--- src/rtl/call_stack_ctrl_pkg.sv ---
// Shared types for the call/return stack controller.
// The FSM state encoding and the empty-stack pointer value live here.
package cs_pkg;

   typedef enum logic [2:0] {
      CS_IDLE      = 3'd0,
      CS_CALL_INC  = 3'd1,
      CS_CALL_PUSH = 3'd2,
      CS_RET_RD    = 3'd3,
      CS_RET_POP   = 3'd4
   } cs_state_t;

   localparam int CS_PTR_EMPTY = 0;

endpackage

--- src/rtl/call_stack_ctrl_if.sv ---
// Request/response bundle between the control unit (master) and call_stack_ctrl (slave).
interface call_stack_ctrl_if #(parameter int PC_WIDTH = 6);

   logic                cs_call;
   logic                cs_ret;
   logic [PC_WIDTH-1:0] cs_call_target;
   logic [PC_WIDTH-1:0] cs_pc_next;
   logic                cs_pc_load;
   logic [PC_WIDTH-1:0] cs_pc_value;
   logic                cs_busy;

   modport master (
      output cs_call, cs_ret, cs_call_target, cs_pc_next,
      input  cs_pc_load, cs_pc_value, cs_busy
   );

   modport slave (
      input  cs_call, cs_ret, cs_call_target, cs_pc_next,
      output cs_pc_load, cs_pc_value, cs_busy
   );

endinterface

--- src/rtl/call_stack_ctrl_lifo.sv ---
// Return-address store: frame f (1..DEPTH) lives in slot f-1; frame 0 is the empty
// stack and is never written. One write port, combinational read.
module ret_addr_lifo #(
   parameter int PC_WIDTH = 6,
   parameter int DEPTH    = 8
) (
   input  logic                clk,
   input  logic                we,
   input  logic [PC_WIDTH-1:0] waddr,
   input  logic [PC_WIDTH-1:0] wdata,
   input  logic [PC_WIDTH-1:0] raddr,
   output logic [PC_WIDTH-1:0] rdata
);

   logic [PC_WIDTH-1:0] mem [DEPTH];

   // NOTE: storage arrays carry no reset; only control state needs a known value.
   always_ff @(posedge clk) begin
      for (int i = 0; i < DEPTH; i++) begin
         if (we && waddr == PC_WIDTH'(i + 1)) mem[i] <= wdata;
      end
   end

   always_comb begin
      rdata = '0;
      for (int i = 0; i < DEPTH; i++) begin
         if (raddr == PC_WIDTH'(i + 1)) rdata = mem[i];
      end
   end

endmodule

--- src/rtl/call_stack_ctrl.sv ---
// CALL/RET sequencer: issues push/pop strobes and a frame pointer to reg_f,
// and reloads the PC from the call target or the stored return address.
module call_stack_ctrl
   import cs_pkg::*;
#(
   parameter int PC_WIDTH = 6,
   parameter int DEPTH    = 8
) (
   input  logic                clk,
   input  logic                rst_n,
   call_stack_ctrl_if.slave    cs,
   input  logic                cs_err_clr,
   output logic                rf_stack_push,
   output logic                rf_stack_pop,
   output logic [PC_WIDTH-1:0] rf_stack_pointer,
   output logic                cs_overflow,
   output logic                cs_underflow
);

   localparam logic [PC_WIDTH-1:0] PTR_FULL  = PC_WIDTH'(DEPTH);
   localparam logic [PC_WIDTH-1:0] PTR_EMPTY = PC_WIDTH'(CS_PTR_EMPTY);

   cs_state_t           state_q, state_d;
   logic [PC_WIDTH-1:0] ptr_q, ptr_d;
   logic [PC_WIDTH-1:0] target_q, target_d;
   logic [PC_WIDTH-1:0] ret_addr_q, ret_addr_d;
   logic [PC_WIDTH-1:0] value_q, value_d;
   logic                push_q, push_d, pop_q, pop_d, load_q, load_d, busy_q, busy_d;
   logic                ovf_q, ovf_d, unf_q, unf_d;
   logic                lifo_we;
   logic [PC_WIDTH-1:0] lifo_rdata;

   ret_addr_lifo #(.PC_WIDTH(PC_WIDTH), .DEPTH(DEPTH)) u_lifo (
      .clk   (clk),
      .we    (lifo_we),
      .waddr (ptr_q),
      .wdata (ret_addr_q),
      .raddr (ptr_q),
      .rdata (lifo_rdata)
   );

   // NOTE: every signal gets a default before the case so no path leaves it unassigned (no latches).
   always_comb begin
      state_d    = state_q;
      ptr_d      = ptr_q;
      target_d   = target_q;
      ret_addr_d = ret_addr_q;
      value_d    = value_q;
      push_d     = 1'b0;
      pop_d      = 1'b0;
      load_d     = 1'b0;
      lifo_we    = 1'b0;
      ovf_d      = cs_err_clr ? 1'b0 : ovf_q;
      unf_d      = cs_err_clr ? 1'b0 : unf_q;
      unique case (state_q)
         CS_IDLE: begin
            // A simultaneous return is dropped silently when a call is present.
            if (cs.cs_call) begin
               if (ptr_q < PTR_FULL) begin
                  state_d    = CS_CALL_INC;
                  target_d   = cs.cs_call_target;
                  ret_addr_d = cs.cs_pc_next;
               end else begin
                  ovf_d = 1'b1;
               end
            end else if (cs.cs_ret) begin
               if (ptr_q != PTR_EMPTY) state_d = CS_RET_RD;
               else                    unf_d   = 1'b1;
            end
         end
         CS_CALL_INC: begin
            state_d = CS_CALL_PUSH;
            ptr_d   = ptr_q + 1'b1;
            push_d  = 1'b1;
            load_d  = 1'b1;
            value_d = target_q;
         end
         CS_CALL_PUSH: begin
            state_d = CS_IDLE;
            lifo_we = 1'b1;
         end
         CS_RET_RD: begin
            state_d = CS_RET_POP;
            pop_d   = 1'b1;
            load_d  = 1'b1;
            value_d = lifo_rdata;
         end
         CS_RET_POP: begin
            state_d = CS_IDLE;
            ptr_d   = ptr_q - 1'b1;
         end
         default: state_d = CS_IDLE;
      endcase
      busy_d = (state_d != CS_IDLE);
   end

   // NOTE: sequential state uses non-blocking assignments so all flops update together.
   always_ff @(posedge clk or negedge rst_n) begin
      if (!rst_n) begin
         state_q    <= CS_IDLE;
         ptr_q      <= PTR_EMPTY;
         target_q   <= '0;
         ret_addr_q <= '0;
         value_q    <= '0;
         push_q     <= 1'b0;
         pop_q      <= 1'b0;
         load_q     <= 1'b0;
         busy_q     <= 1'b0;
         ovf_q      <= 1'b0;
         unf_q      <= 1'b0;
      end else begin
         state_q    <= state_d;
         ptr_q      <= ptr_d;
         target_q   <= target_d;
         ret_addr_q <= ret_addr_d;
         value_q    <= value_d;
         push_q     <= push_d;
         pop_q      <= pop_d;
         load_q     <= load_d;
         busy_q     <= busy_d;
         ovf_q      <= ovf_d;
         unf_q      <= unf_d;
      end
   end

   assign rf_stack_push    = push_q;
   assign rf_stack_pop     = pop_q;
   assign rf_stack_pointer = ptr_q;
   assign cs_overflow      = ovf_q;
   assign cs_underflow     = unf_q;
   assign cs.cs_pc_load    = load_q;
   assign cs.cs_pc_value   = value_q;
   assign cs.cs_busy       = busy_q;

endmodule
--- src/flat_wrapper.sv ---
// flat-port wrapper written by rule: the top's interface ports become plain ports
module call_stack_ctrl_flat import cs_pkg::*;
#(
   parameter int PC_WIDTH = 6,
   parameter int DEPTH    = 8
)
  (clk, rst_n, cs_err_clr, rf_stack_push, rf_stack_pop, rf_stack_pointer, cs_overflow, cs_underflow, cs_cs_call, cs_cs_ret, cs_cs_call_target, cs_cs_pc_next, cs_cs_pc_load, cs_cs_pc_value, cs_cs_busy);
  call_stack_ctrl_if #(.PC_WIDTH(PC_WIDTH)) cs_i ();
  input  logic clk;
  input  logic rst_n;
  input  logic cs_err_clr;
  output logic rf_stack_push;
  output logic rf_stack_pop;
  output logic [PC_WIDTH-1:0] rf_stack_pointer;
  output logic cs_overflow;
  output logic cs_underflow;
  input wire logic [$bits(cs_i.cs_call)-1:0] cs_cs_call;
  input wire logic [$bits(cs_i.cs_ret)-1:0] cs_cs_ret;
  input wire logic [$bits(cs_i.cs_call_target)-1:0] cs_cs_call_target;
  input wire logic [$bits(cs_i.cs_pc_next)-1:0] cs_cs_pc_next;
  output wire logic [$bits(cs_i.cs_pc_load)-1:0] cs_cs_pc_load;
  output wire logic [$bits(cs_i.cs_pc_value)-1:0] cs_cs_pc_value;
  output wire logic [$bits(cs_i.cs_busy)-1:0] cs_cs_busy;
  assign cs_i.cs_call = cs_cs_call;
  assign cs_i.cs_ret = cs_cs_ret;
  assign cs_i.cs_call_target = cs_cs_call_target;
  assign cs_i.cs_pc_next = cs_cs_pc_next;
  assign cs_cs_pc_load = cs_i.cs_pc_load;
  assign cs_cs_pc_value = cs_i.cs_pc_value;
  assign cs_cs_busy = cs_i.cs_busy;
  call_stack_ctrl #(.PC_WIDTH(PC_WIDTH), .DEPTH(DEPTH)) u_core (.clk(clk), .rst_n(rst_n), .cs(cs_i), .cs_err_clr(cs_err_clr), .rf_stack_push(rf_stack_push), .rf_stack_pop(rf_stack_pop), .rf_stack_pointer(rf_stack_pointer), .cs_overflow(cs_overflow), .cs_underflow(cs_underflow));
endmodule
--- config.mk ---
export PLATFORM = sky130hd
export DESIGN_NAME = call_stack_ctrl_flat
export DESIGN_NICKNAME = d
export VERILOG_FILES = /design/src/rtl/call_stack_ctrl_pkg.sv /design/src/rtl/call_stack_ctrl_if.sv /design/src/rtl/call_stack_ctrl_lifo.sv /design/src/rtl/call_stack_ctrl.sv /design/src/flat_wrapper.sv
export SDC_FILE = /design/constraint.sdc
export NUM_CORES = 1
export LEC_CHECK = 0
export CAP_MARGIN = 20
export CORE_MARGIN = 1
export CORE_UTILIZATION = 61
export CTS_CLUSTER_SIZE = 8
export DETAILED_ROUTE_END_ITERATION = 10
export HOLD_SLACK_MARGIN = 0.05
export PLACE_DENSITY = 0.85
export SYNTH_ARGS = -nofsm -noshare
export SYNTH_HDL_FRONTEND = slang
export SYNTH_SLANG_ARGS = --single-unit
--- constraint.sdc ---
create_clock -name clk -period 5.1 [get_ports clk]
set_input_delay 1.02 -clock clk [delete_from_list [all_inputs] [get_ports clk]]
set_output_delay 1.02 -clock clk [all_outputs]
set_load 0.005 [all_outputs]
After elaboration in Yosys (flattened, before gate mapping) --
Memories as Yosys holds them, arrays and structs flattened. Cells that the tools add are included.
Storage, ports and cells: bits in registers 33, memory bits (writable) 48, input port bits 17, output and inout bits 18, word-level logic and storage cells 114, memories 1
Memories:
- u_core.u_lifo.mem | words 8, width 6, rd ports 8, clocked after Yosys merged registers in 0, wr ports 1, RTL line call_stack_ctrl_lifo.sv:15 | logic [PC_WIDTH-1:0] mem [DEPTH];
Operators by class: $add $sub $neg 2, $lt $le $gt $ge 1, equal/unequal tests 12, mux-type cells 65, reduce and logical (&&, ||, !) cells 22
Operator list (count):
- 6-bit two-way mux | 15
- 6-bit OR reduction | 7
- 1-bit two-way mux | 36
- 3-bit two-way mux | 11
- 6-bit by 3-bit equality test with 1-bit output, second input constant | 4
- 6-bit case mux with 2 select lines | 2
- 6-bit by 2-bit equality test with 1-bit output, second input constant | 2
- 3-bit case mux with 3 select lines | 1
- 1-bit logical AND | 8
- 6-bit by 1-bit adder with 6-bit output, second input constant | 1
- 3-bit by 2-bit equality test with 1-bit output, second input constant | 2
- 6-bit by 1-bit equality test with 1-bit output, second input constant | 1
- 6-bit by 4-bit equality test with 1-bit output, second input constant | 1
- 6-bit by 4-bit less-than comparator with 1-bit output, second input constant | 1
- 6-bit nonzero test | 1
- 6-bit by 1-bit subtractor with 6-bit output, second input constant | 1
- 2-bit nonzero test | 2
- 3-bit by 1-bit equality test with 1-bit output, second input constant | 1
- 3-bit equality test, second input constant | 1
- 3-bit logical NOT | 1
- 3-bit AND reduction | 1
- 3-bit nonzero test | 1
- 2-bit OR reduction | 1

Longest topological paths before layout --
Gate-level depths: netlist of the first run.
depth in word-level cells 13, mapped depth 8, gate-level depth less buffers 7

Hierarchy --
Synthesis of the first run repeated with hierarchy kept, for this count alone.
Unflattened totals: cells, all modules 269, area total of the unflattened synthesis 3613.5 sq um
Modules (own cells, without submodules):
- ret_addr_lifo | instances 1, cells each 146, area each 2058.2 sq um, seq. area each 1441.4 sq um
- call_stack_ctrl | instances 1, cells each 123, area each 1555.2 sq um, seq. area each 825.8 sq um

Worst setup path after synthesis of the first run --
No wires, ideal clock.
path type reg-to-reg, start point register u_core.ptr_q[1] (netlist: u_core.rf_stack_pointer[1]), end point memory u_core.u_lifo.mem[7][0] (netlist: u_core.u_lifo.mem[1][18]), enable pin, library setup time 0.350 ns, arrival time 2.042 ns, required time 4.750 ns, setup slack 2.708 ns, cell stages (with the launch flop) 8, buffers on the path 2, clock period less this slack 2.392 ns, path through dfrtp_1 inv_1 ha_1 or3b_1 buf_2 or3_4 buf_2 nor2_1
On the way: longest elaborated chain between the ends 12, elaborated cells between the ends (all ways) 53, classes of those cells eq/ne (8); mux (30); reduce/logical (15)
RTL lines:
- start: declaration | RTL line call_stack_ctrl.sv:24 | logic [PC_WIDTH-1:0] ptr_q, ptr_d;
- start signal: assignment | RTL line call_stack_ctrl.sv:113 | ptr_q <= ptr_d;
- 6-bit by 2-bit equality test with 1-bit output | RTL line call_stack_ctrl_lifo.sv:20 | if (we && waddr == PC_WIDTH'(i + 1)) mem[i] <= wdata;
- 1-bit logical AND | RTL line call_stack_ctrl_lifo.sv:20
- 1-bit two-way mux | RTL line call_stack_ctrl_lifo.sv:20
- 1-bit two-way mux (not written as such) | RTL line call_stack_ctrl_lifo.sv:20
- 6-bit OR reduction (no line)
- 3-bit two-way mux (no line) or 1-bit two-way mux (tied branches) (7 in series)
- end: declaration | RTL line call_stack_ctrl_lifo.sv:15
Several ways; a longest one is shown, not always the timed one.

Worst setup path in the final report of the first run --
start point register u_core.ptr_q[2] (netlist: u_core.rf_stack_pointer[2]), end point output rf_stack_pointer[2]
RTL lines:
- end: declaration | RTL line flat_wrapper.sv:14 | output logic [PC_WIDTH-1:0] rf_stack_pointer;
No word-level cell between the ends.

==> impl_metrics.tcl, run 1 <==
set metrics [dict create \
    clock-sinks 81 \
    crit_path_start_kind "register" \
    setup.worst_path.end_class "primary output" \
    synthesis.nets 291 \
    fin_total_pwr_w 0.00235 \
    clockRootBuffer "clkbuf_8" \
    ctsHoldBuffers 0 \
    numCtsBuffers 9 \
    cp_top_family "flip-flops" \
    postSynthCellCount 269 \
    yosysWarnings 0 \
    path_cells "clkdlybuf4s50_1" \
    via_per_inst 6.27 \
    drt_first_pass_iters 6 \
    syn_area_um2 3520 \
    coreArea_um2 5540 \
    gp_congestion 0.920 \
    routedWlPerCell_um 19.1 \
    worstPathRequired_ps 4080 \
    worst_pin_slew_ps 687 \
    start_util_pct 63.6 \
    antenna_found_initial 0 \
    critical_path_arrival_ps 1650 \
    max_freq_ghz 0.375 \
    die_w_um 78.0 \
    slew_viol_final 0 \
    multi_input_area_um2 1170 \
    yosysTopAreaCellShare_pct 40.9 \
    ff2ff_setup_slack_ps 2540 \
    instances_no_fill 381 \
    drv_cap 0 \
    whs_ps 503 \
    routed-via-count 2389 \
    cts_setup_buffers 0 \
    hold_viol_final 0 \
    final_antenna_net_count 0 \
    io_buffers 34 \
    final.period_utilization_pct 52.3 \
    crit_fanout 16 \
    setup-tns-final_ps 0 \
    clock_insertion_delay_worst_skew_ps 340 \
    status "finished, final reports clean" \
    dpl.hpwl_um 4880 \
    area_growth_pct 16.3 \
    slew_headroom_pct 53.8 \
    placed_cells 365 \
    slowest_delay_ps 700 \
    wirelength_um 7260 \
    slowest_stage "dfrtp_1" \
    fin_util_pct 73.9 \
    grt_first_pass_wirelength_um 11600 \
    hp-class "reg2reg" \
    path_buf_inv 1 \
    cts_tree "done" \
    r2r_cells 5 \
    die_area_um2 6080 \
    seq_area_um2 2270 \
    p_leak_nw 1.52 \
    grt_overflow_total 0 \
    synth_area_leaders "edfxtp_1 41%, dfrtp_1 23%, nand2_1 2.0%" \
    powerDensity_nw_per_um2 573 \
    ys_seq_area_share_pct 64.4 \
    rsz0062_at_grt "no" \
    drive_above_1_share_pct 10.4 \
    grt_max_degree 34 \
    ys_ff_latch 81 \
    setup_viol 0 \
    antennaDiodeCount 0 \
    grt_pass1_vias 2374 \
    hold_depth 1 \
    clk_pin_slew_ps 80 \
    final_nets 326 \
    initialDrtViolationCount 235 \
    rows 27 \
    fin_skew_ps 10.4 \
    die_h_um 78.0 \
    synthFlopType "edfxtp_1" \
    final.min_clock_period_ps 2670 \
    n_fill_cell 387 \
    io_pins 35 \
    yosys.area.top_type "edfxtp_1" \
    clockBufferDepth 2 \
    drc 0 \
    ys_async_sr_fraction_pct 40.7 \
    critical_path_class "reg2out" \
    grt_usage_pct 26.3 \
    vdd_drop_max_mv 0.346 \
    synth_area_per_cell_um2 13.1 \
    synth_edf_count 48 \
    cts_resized 0 \
    synth_cell_type_count 57 \
    htreeDepth 3 \
    path_depth 1 \
]
==> where the power goes <==
group / total, W / internal, W / switching (W)
Sequential: 0.00109 / 0.000894 / 0.000200
Clock: 0.000428 / 0.000206 / 0.000223
Combinational: 0.000824 / 0.000397 / 0.000426
Total: 0.00235 / 0.00150 / 0.000849
==> kinds of logic (layout without fill, tap and decap cells) <==
| family | count (synthesis) | after routing | synth area share (%) |
|---|---|---|---|
| buffers and inverters | 20 | 60 | 2.31 |
| XOR/XNOR | 5 | 5 | 1.24 |
| adder cells (fa/ha/maj) | 5 | 5 | 1.78 |
| flip-flops | 81 | 81 | 64.4 |
| AO/OA/AOI/OAI | 58 | 58 | 12.4 |
| multiplexers | 13 | 13 | 4.12 |
| AND/OR/NAND/NOR | 87 | 87 | 13.8 |
==> stage by stage <==
| stage | worst slack, ps | cell area (um2) |
|---|---|---|
| finish | 2430 | 4100 |
| CTS | 2420 | 4100 |
| floorplan | 2710 | 3520 |
| global route | 2340 | 4100 |
| detailed placement | 2410 | 3910 |
| global placement | 2460 | 3910 |
==> cells in the mapped netlist, types with 6 or more instances <==
cell type / number
a21oi_1: 11
nand3_1: 6
nor3_1: 6
edfxtp_1: 48
nor2_1: 17
mux2_2: 6
dfrtp_1: 33
clkbuf_1: 6
inv_1: 8
and3_1: 6
mux2_1: 6
nand4_1: 6
nand2_1: 19
o221ai_1: 6
o21ai_0: 6
==> final cells by class <==
| cell class | count | area share [%] |
|---|---|---|
| Tap cell | 72 | 2.20 |
| Inverter | 9 | 0.825 |
| Clock buffer | 13 | 3.88 |
| Timing Repair Buffer | 35 | 8.49 |
| Clock inverter | 3 | 0.611 |
| Multi-Input combinational cell | 168 | 28.6 |
| Sequential cell | 81 | 55.4 |
==> cell usage in the layout, fill, tap and decap left out, types with 2 or more instances in the layout <==
master           Yosys  layout
a21oi_1             11      11
a221o_1              3       3
a221oi_1             3       3
a2bb2oi_1            3       3
a31oi_1              3       3
a32oi_1              3       3
a41oi_1              2       2
and2_1               3       3
and3_1               6       6
clkbuf_1             6       2
clkbuf_8             0      11
clkdlybuf4s50_1      0      34
clkinv_4             0       2
dfrtp_1             33      33
edfxtp_1            48      48
ha_1                 5       5
inv_1                8       8
mux2_1               6       6
mux2_2               6       6
nand2_1             19      19
nand2b_1             5       5
nand3_1              6       6
nand4_1              6       6
nor2_1              17      17
nor2b_1              5       5
nor3_1               6       6
o21ai_0              6       6
o221ai_1             6       6
o22ai_1              4       4
or2_2                2       2
or3_4                2       2
xnor2_1              4       4
==> sequential cells by signal, indices dropped and copies added, names as in the netlist <==
| name | count |
|---|---|
| u_core.ret_addr_q | 6 |
| u_core.cs.cs_pc_load | 1 |
| u_core.rf_stack_pop | 1 |
| u_core.cs.cs_pc_value | 6 |
| u_core.state_q | 3 |
| u_core.target_q | 6 |
| u_core.rf_stack_pointer | 6 |
| u_core.cs.cs_busy | 1 |
| u_core.cs_overflow | 1 |
| u_core.cs_underflow | 1 |
| u_core.rf_stack_push | 1 |
| u_core.u_lifo.mem | 48 |
==> final timing paths <==
check,start,to
min in group asynchronous,rst_n,u_core.rf_stack_pointer[0]$_DFFE_PN0P_
setup / recovery,u_core.rf_stack_pointer[2]$_DFFE_PN0P_,rf_stack_pointer[2]
max in group asynchronous,rst_n,u_core.target_q[0]$_DFFE_PN0P_
hold reg to reg,u_core.target_q[2]$_DFFE_PN0P_,u_core.target_q[2]$_DFFE_PN0P_
hold / removal,u_core.target_q[2]$_DFFE_PN0P_,u_core.target_q[2]$_DFFE_PN0P_
setup reg to reg,u_core.rf_stack_pointer[1]$_DFFE_PN0P_,u_core.u_lifo.mem[1][18]$_DFFE_PP_
==> layer usage <==
metal / routed length [um] / global-route usage (%)
met4: 178 / 11.9
met1: 3150 / 34.6
met5: 0 / 0
met3: 407 / 5.65
met2: 3530 / 42.2
No activity file was read; power rests on OpenSTA's default activity.
==> inputs of run 2 (changes only) <==
--- a/config.mk
+++ b/config.mk
@@ -7,11 +7,11 @@
 export LEC_CHECK = 0
 export CAP_MARGIN = 20
 export CORE_MARGIN = 1
-export CORE_UTILIZATION = 61
+export CORE_UTILIZATION = 56
 export CTS_CLUSTER_SIZE = 8
 export DETAILED_ROUTE_END_ITERATION = 10
 export HOLD_SLACK_MARGIN = 0.05
-export PLACE_DENSITY = 0.85
+export PLACE_DENSITY = 0.79
 export SYNTH_ARGS = -nofsm -noshare
 export SYNTH_HDL_FRONTEND = slang
 export SYNTH_SLANG_ARGS = --single-unit
==> constraint.sdc (replaced) <==
create_clock -name clk -period 2.65 [get_ports clk]
set_input_delay 0.53 -clock clk [delete_from_list [all_inputs] [get_ports clk]]
set_output_delay 0.53 -clock clk [all_outputs]
set_load 0.005 [all_outputs]
==> run 2 against run 1 <==
Compared with the run above: sequential power grew 86%; clock power rose to 2.5 times the previous value; routed wire length up 5.4%.
==> impl_metrics.tcl, run 2 (synthesis gave the netlist of run 1 again) <==
set metrics [dict create \
    grt_pass1_vias 2311 \
    rows 28 \
    setup.worst_path.end_class "register" \
    largest_reg_flops 48 \
    critical_path_class "reg2reg" \
    die_area_um2 6610 \
    via_per_inst 6.15 \
    io_buffers 34 \
    htreeDepth 3 \
    coreArea_um2 5990 \
    final.period_utilization_pct 91.0 \
    final_antenna_net_count 0 \
    crit_path_start_kind "register" \
    antenna_found_initial 0 \
    crit_fanout 7 \
    final_cell_mix "48 x edfxtp_1, 34 x clkdlybuf4s50_1, 33 x dfrtp_1" \
    rsz0062_at_grt "no" \
    n_fill_cell 398 \
    initialDrtViolationCount 196 \
    hold_viol_final 0 \
    wl_met1_um 3440 \
    fin_skew_ps 9.51 \
    dpl.hpwl_um 5230 \
    drv_cap 0 \
    ctsHoldBuffers 0 \
    wirelength_um 7650 \
    pre_cts_ws_ps 120 \
    cts_tree "done" \
    clk_pin_slew_ps 80 \
    gp_congestion 0.858 \
    grt_max_degree 34 \
    die_h_um 81.3 \
    status "finished, final reports clean" \
    regMostFlops "u_core.u_lifo.mem" \
    powerDensity_nw_per_um2 1150 \
    layout_setup_ws_ps 237 \
    setup-tns-final_ps 0 \
    grt_overflow_total 0 \
    hp-class "reg2reg" \
    routedWlPerCell_um 19.5 \
    start_util_pct 58.8 \
    drc 0 \
    setup_viol 0 \
    area_growth_pct 20.1 \
    worstPathRequired_ps 2650 \
    numCtsBuffers 9 \
    clockRootBuffer "clkbuf_8" \
    io_pins 35 \
    final.min_clock_period_ps 2410 \
    critical_path_arrival_ps 2410 \
    die_w_um 81.3 \
    final_nets 335 \
    clock-sinks 81 \
    grt_first_pass_wirelength_um 11900 \
    cts_resized 0 \
    routed-via-count 2416 \
    worst_pin_slew_ps 611 \
    antennaDiodeCount 0 \
    max_freq_ghz 0.414 \
    layout_commonest_cell "edfxtp_1" \
    wl_met3_um 460 \
    drt_first_pass_iters 5 \
    vdd_drop_max_mv 0.786 \
    slew_headroom_pct 59.0 \
    drive_above_1_share_pct 13.8 \
    clock_insertion_delay_worst_skew_ps 360 \
    slew_viol_final 0 \
    grt_usage_pct 25.3 \
    clockBufferDepth 2 \
    p_leak_nw 1.59 \
    top_layer "met4" \
    wl_met2_um 3600 \
    cts_setup_buffers 0 \
]
-- run 2: cell count changes in the layout (fill, tap and decap cells not counted), sizes merged --
| cell | delta |
|---|---|
| bufinv | +2 |
| clkinv | -1 |
| clkbuf | -3 |
| inv | +2 |
| buf | +9 |
-- run 2: cell type report --
class / count / area [um2] / area share [%]
clock inverters: 6 / 93.8 / 2.22
inverters: 9 / 33.8 / 0.799
well taps: 75 / 93.8 / 2.22
flip-flops and latches: 81 / 2270 / 53.6
clock buffers: 10 / 149 / 3.52
multi-input cells: 168 / 1170 / 27.8
repair buffers: 44 / 415 / 9.83
-- run 2: path summary, 6_finish.rpt --
kind,startpoint,endpoint,slack [ps],depth (start not counted)
worst max-delay path,u_core.rf_stack_pointer[0]$_DFFE_PN0P_,u_core.u_lifo.mem[0][21]$_DFFE_PP_,240,5
worst min-delay path,u_core.target_q[4]$_DFFE_PN0P_,u_core.target_q[4]$_DFFE_PN0P_,510,1
worst max register to register,u_core.rf_stack_pointer[0]$_DFFE_PN0P_,u_core.u_lifo.mem[0][21]$_DFFE_PP_,240,5
worst min register to register,u_core.target_q[4]$_DFFE_PN0P_,u_core.target_q[4]$_DFFE_PN0P_,510,1
max in group asynchronous,rst_n,u_core.ret_addr_q[1]$_DFFE_PN0P_,1770,2
min in group asynchronous,rst_n,u_core.rf_stack_pointer[3]$_DFFE_PN0P_,570,2
-- run 2: power breakdown --
| group | internal, W | total [W] | switching, W |
|---|---|---|---|
| sequential | 0.00172 | 0.00203 | 0.000313 |
| combinational | 0.000839 | 0.00176 | 0.000919 |
| clock | 0.000596 | 0.00107 | 0.000472 |
| total | 0.00316 | 0.00486 | 0.00170 |
-- run 2: critical path: stages (launching register included) --
cell	delay, ps
dfrtp_1	440
inv_1	170
ha_1	220
or3b_1	480
or2_2	350
nor2_1	390
-- run 2: per-layer routing --
layer  vias up  GRT usage [%]
met3        11           6.18
met1      1190           35.6
met5         -              0
met4         0           11.3
li1       1116              -
met2        99           37.2
-- run 2: through the flow --
step                      util [%]  hold slack, ps  cell area [um2]  cells  total power (W)
after floorplan                  -             234             3520    269          0.00307
after global placement        66.5             476             3980    377          0.00375
after detailed placement      66.5             496             3980    377          0.00380
after CTS                     70.5             515             4230    393          0.00486
after global routing          70.6             535             4230    393          0.00512
final                         70.6             512             4230    393          0.00486
==> inputs of run 3 (changes only) <==
--- a/config.mk
+++ b/config.mk
@@ -6,12 +6,13 @@
 export NUM_CORES = 1
 export LEC_CHECK = 0
 export CAP_MARGIN = 20
+export CELL_PAD_IN_SITES_DETAIL_PLACEMENT = 1
+export CELL_PAD_IN_SITES_GLOBAL_PLACEMENT = 1
 export CORE_MARGIN = 1
-export CORE_UTILIZATION = 56
-export CTS_CLUSTER_SIZE = 8
+export CORE_UTILIZATION = 46
 export DETAILED_ROUTE_END_ITERATION = 10
 export HOLD_SLACK_MARGIN = 0.05
-export PLACE_DENSITY = 0.79
+export PLACE_DENSITY_LB_ADDON = 0.1
 export SYNTH_ARGS = -nofsm -noshare
 export SYNTH_HDL_FRONTEND = slang
 export SYNTH_SLANG_ARGS = --single-unit
==> run 3 against run 2 <==
Compared with the run above: die area grew 21%; count of clock-buffer cells in the layout did not move; final cell count up 7.1%; core utilization decreased by 13 points; power decreased by 1.8%; critical path depth unchanged; sequential power hardly changed; via count fell by 1.5%; largest power group unchanged; combinational power is 4% higher; non-clock buffer count increased by 4; maximum frequency is 1.8% lower; routed wire length up 12%.
==> impl_metrics.tcl, run 3 (synthesis gave the netlist of run 1 again) <==
set metrics [dict create \
    status "finished, final reports clean" \
    critical_path_class "reg2reg" \
    layout_setup_ws_ps 194 \
    crit_path_start_kind "register" \
    p_clk_share_pct 18.8 \
    io_pins 35 \
    largest_reg_flops 48 \
    setup_viol 0 \
    grt_first_pass_wirelength_um 13400 \
    gp_congestion 0.761 \
    die_h_um 89.5 \
    drv_cap 0 \
    antenna_found_initial 0 \
    initialDrtViolationCount 144 \
    htreeDepth 3 \
    coreArea_um2 7330 \
    clock_insertion_delay_worst_skew_ps 350 \
    powerDensity_nw_per_um2 1130 \
    drc 0 \
    grt_usage_pct 23.8 \
    grt_pass1_vias 2432 \
    rows 31 \
    start_util_pct 48.0 \
    vdd_drop_max_mv 0.481 \
    max_freq_ghz 0.407 \
    internal_power_w 0.00304 \
    area_growth_pct 20.4 \
    clk_pin_slew_ps 90 \
    hold_viol_final 0 \
    io_buffers 34 \
    crit_fanout 7 \
    slowest_delay_ps 470 \
    regMostFlops "u_core.u_lifo.mem" \
    final_cell_mix "48 x edfxtp_1, 34 x clkdlybuf4s50_1, 33 x dfrtp_1" \
    clockRootBuffer "clkbuf_8" \
    rsz0062_at_grt "no" \
    cts_tree "done" \
    path_cells "inv_1 -> ha_1 -> or3b_1 -> or2_2 -> nor2_1" \
    worstPathRequired_ps 2640 \
    pwr-share-comb_pct 38.4 \
    wl_met2_um 4180 \
    ctsHoldBuffers 0 \
    p_leak_nw 1.59 \
    r2r_cells 5 \
    wirelength_um 8580 \
    dpl.hpwl_um 6280 \
    swShare_pct 36.3 \
    grt_overflow_total 0 \
    slowest_stage "or3b_1" \
    final.period_utilization_pct 92.7 \
    numCtsBuffers 9 \
    drt_first_pass_iters 5 \
    grt_max_degree 34 \
    hold_depth 1 \
    clockBufferDepth 2 \
    setup.worst_path.end_class "register" \
    slew_headroom_pct 62.4 \
    wl_met3_um 261 \
    p_seq_share_pct 42.8 \
    via_per_inst 5.65 \
    clock-sinks 81 \
    drive_above_1_share_pct 14.6 \
    antennaDiodeCount 0 \
    fin_skew_ps 12.6 \
    pre_cts_ws_ps 118 \
    netSwitchingPower_w 0.00173 \
    dpl_cell_area_um2 4040 \
    final_antenna_net_count 0 \
    top_layer "met4" \
    routed-via-count 2380 \
    layout_commonest_cell "edfxtp_1" \
    die_area_um2 8010 \
    setup-tns-final_ps 0 \
    critical_path_arrival_ps 2450 \
    wl_met1_um 3950 \
    die_w_um 89.5 \
    slew_viol_final 0 \
    final.min_clock_period_ps 2460 \
    final_nets 339 \
    hp-class "reg2reg" \
    fin_area_um2 4240 \
    routedWlPerCell_um 20.4 \
    worst_pin_slew_ps 563 \
]
-- run 3: cell types whose count changed in the layout (fill, tap and decap cells not counted) --
cell	before	now
bufinv_16	2	1
clkbuf_16	1	0
clkinv_2	0	1
inv_4	0	1
inv_6	2	1
clkbuf_1	0	1
buf_4	10	14
-- run 3: worst paths after layout --
kind | start | to | slack, ps
max reg2reg | u_core.rf_stack_pointer[0]$_DFFE_PN0P_ | u_core.u_lifo.mem[0][23]$_DFFE_PP_ | 190
min | u_core.target_q[1]$_DFFE_PN0P_ | u_core.target_q[1]$_DFFE_PN0P_ | 500
max | u_core.rf_stack_pointer[0]$_DFFE_PN0P_ | u_core.u_lifo.mem[0][23]$_DFFE_PP_ | 190
min reg2reg | u_core.target_q[1]$_DFFE_PN0P_ | u_core.target_q[1]$_DFFE_PN0P_ | 500
min in group asynchronous | rst_n | u_core.rf_stack_pointer[5]$_DFFE_PN0P_ | 570
max in group asynchronous | rst_n | u_core.ret_addr_q[0]$_DFFE_PN0P_ | 1750
-- run 3: power groups by stage --
| stage | Combinational [W] | Clock (W) | Sequential (W) |
|---|---|---|---|
| global route | 0.00202 | 0.000954 | 0.00209 |
| finish | 0.00183 | 0.000896 | 0.00204 |
| detailed placement | 0.00184 | 0 | 0.00208 |
| global placement | 0.00180 | 0 | 0.00206 |
| floorplan | 0.00111 | 0 | 0.00196 |
| CTS | 0.00185 | 0.000906 | 0.00205 |
-- run 3: worst max-delay path, delay by kind of cell (launching register included) --
kind	cells	cell delay [ps]
DFF	1	430
adders and majority gates	1	230
buffers and inverters	1	180
and+or+nand+nor	3	1250
-- run 3: timing repair --
item / 4_1_cts / 5_1_grt
setup endpoints to repair: 0 / 6
buffers inserted: 0 / 0
gates resized for setup: 0 / 1
-- run 3: per-layer routing --
layer  GRT usage, %  vias to the layer above
met5              0                        -
met1           32.1                     1191
met4           9.96                        0
li1               -                     1122
met2           38.4                       51
met3           3.88                       16
-- run 3: area by class of cell --
| cell class | count | area (um2) |
|---|---|---|
| fillers | 745 | 3090 |
| clock buffers | 10 | 128 |
| well taps | 99 | 124 |
| inverters | 9 | 33.8 |
| clock inverters | 6 | 66.3 |
| repair buffers | 48 | 445 |
| flip-flops and latches | 81 | 2270 |
| multi-input cells | 168 | 1170 |
-- run 3: per-stage QoR --
step | utilization [%] | hold slack [ps] | power [W] | std cells
2_1_floorplan | - | 234 | 0.00307 | 269
3_5_place_dp | 55.1 | 482 | 0.00392 | 405
5_1_grt | 57.8 | 524 | 0.00506 | 421
3_3_place_gp | 55.1 | 473 | 0.00386 | 405
6_report | 57.8 | 497 | 0.00477 | 421
4_1_cts | 57.8 | 500 | 0.00480 | 421
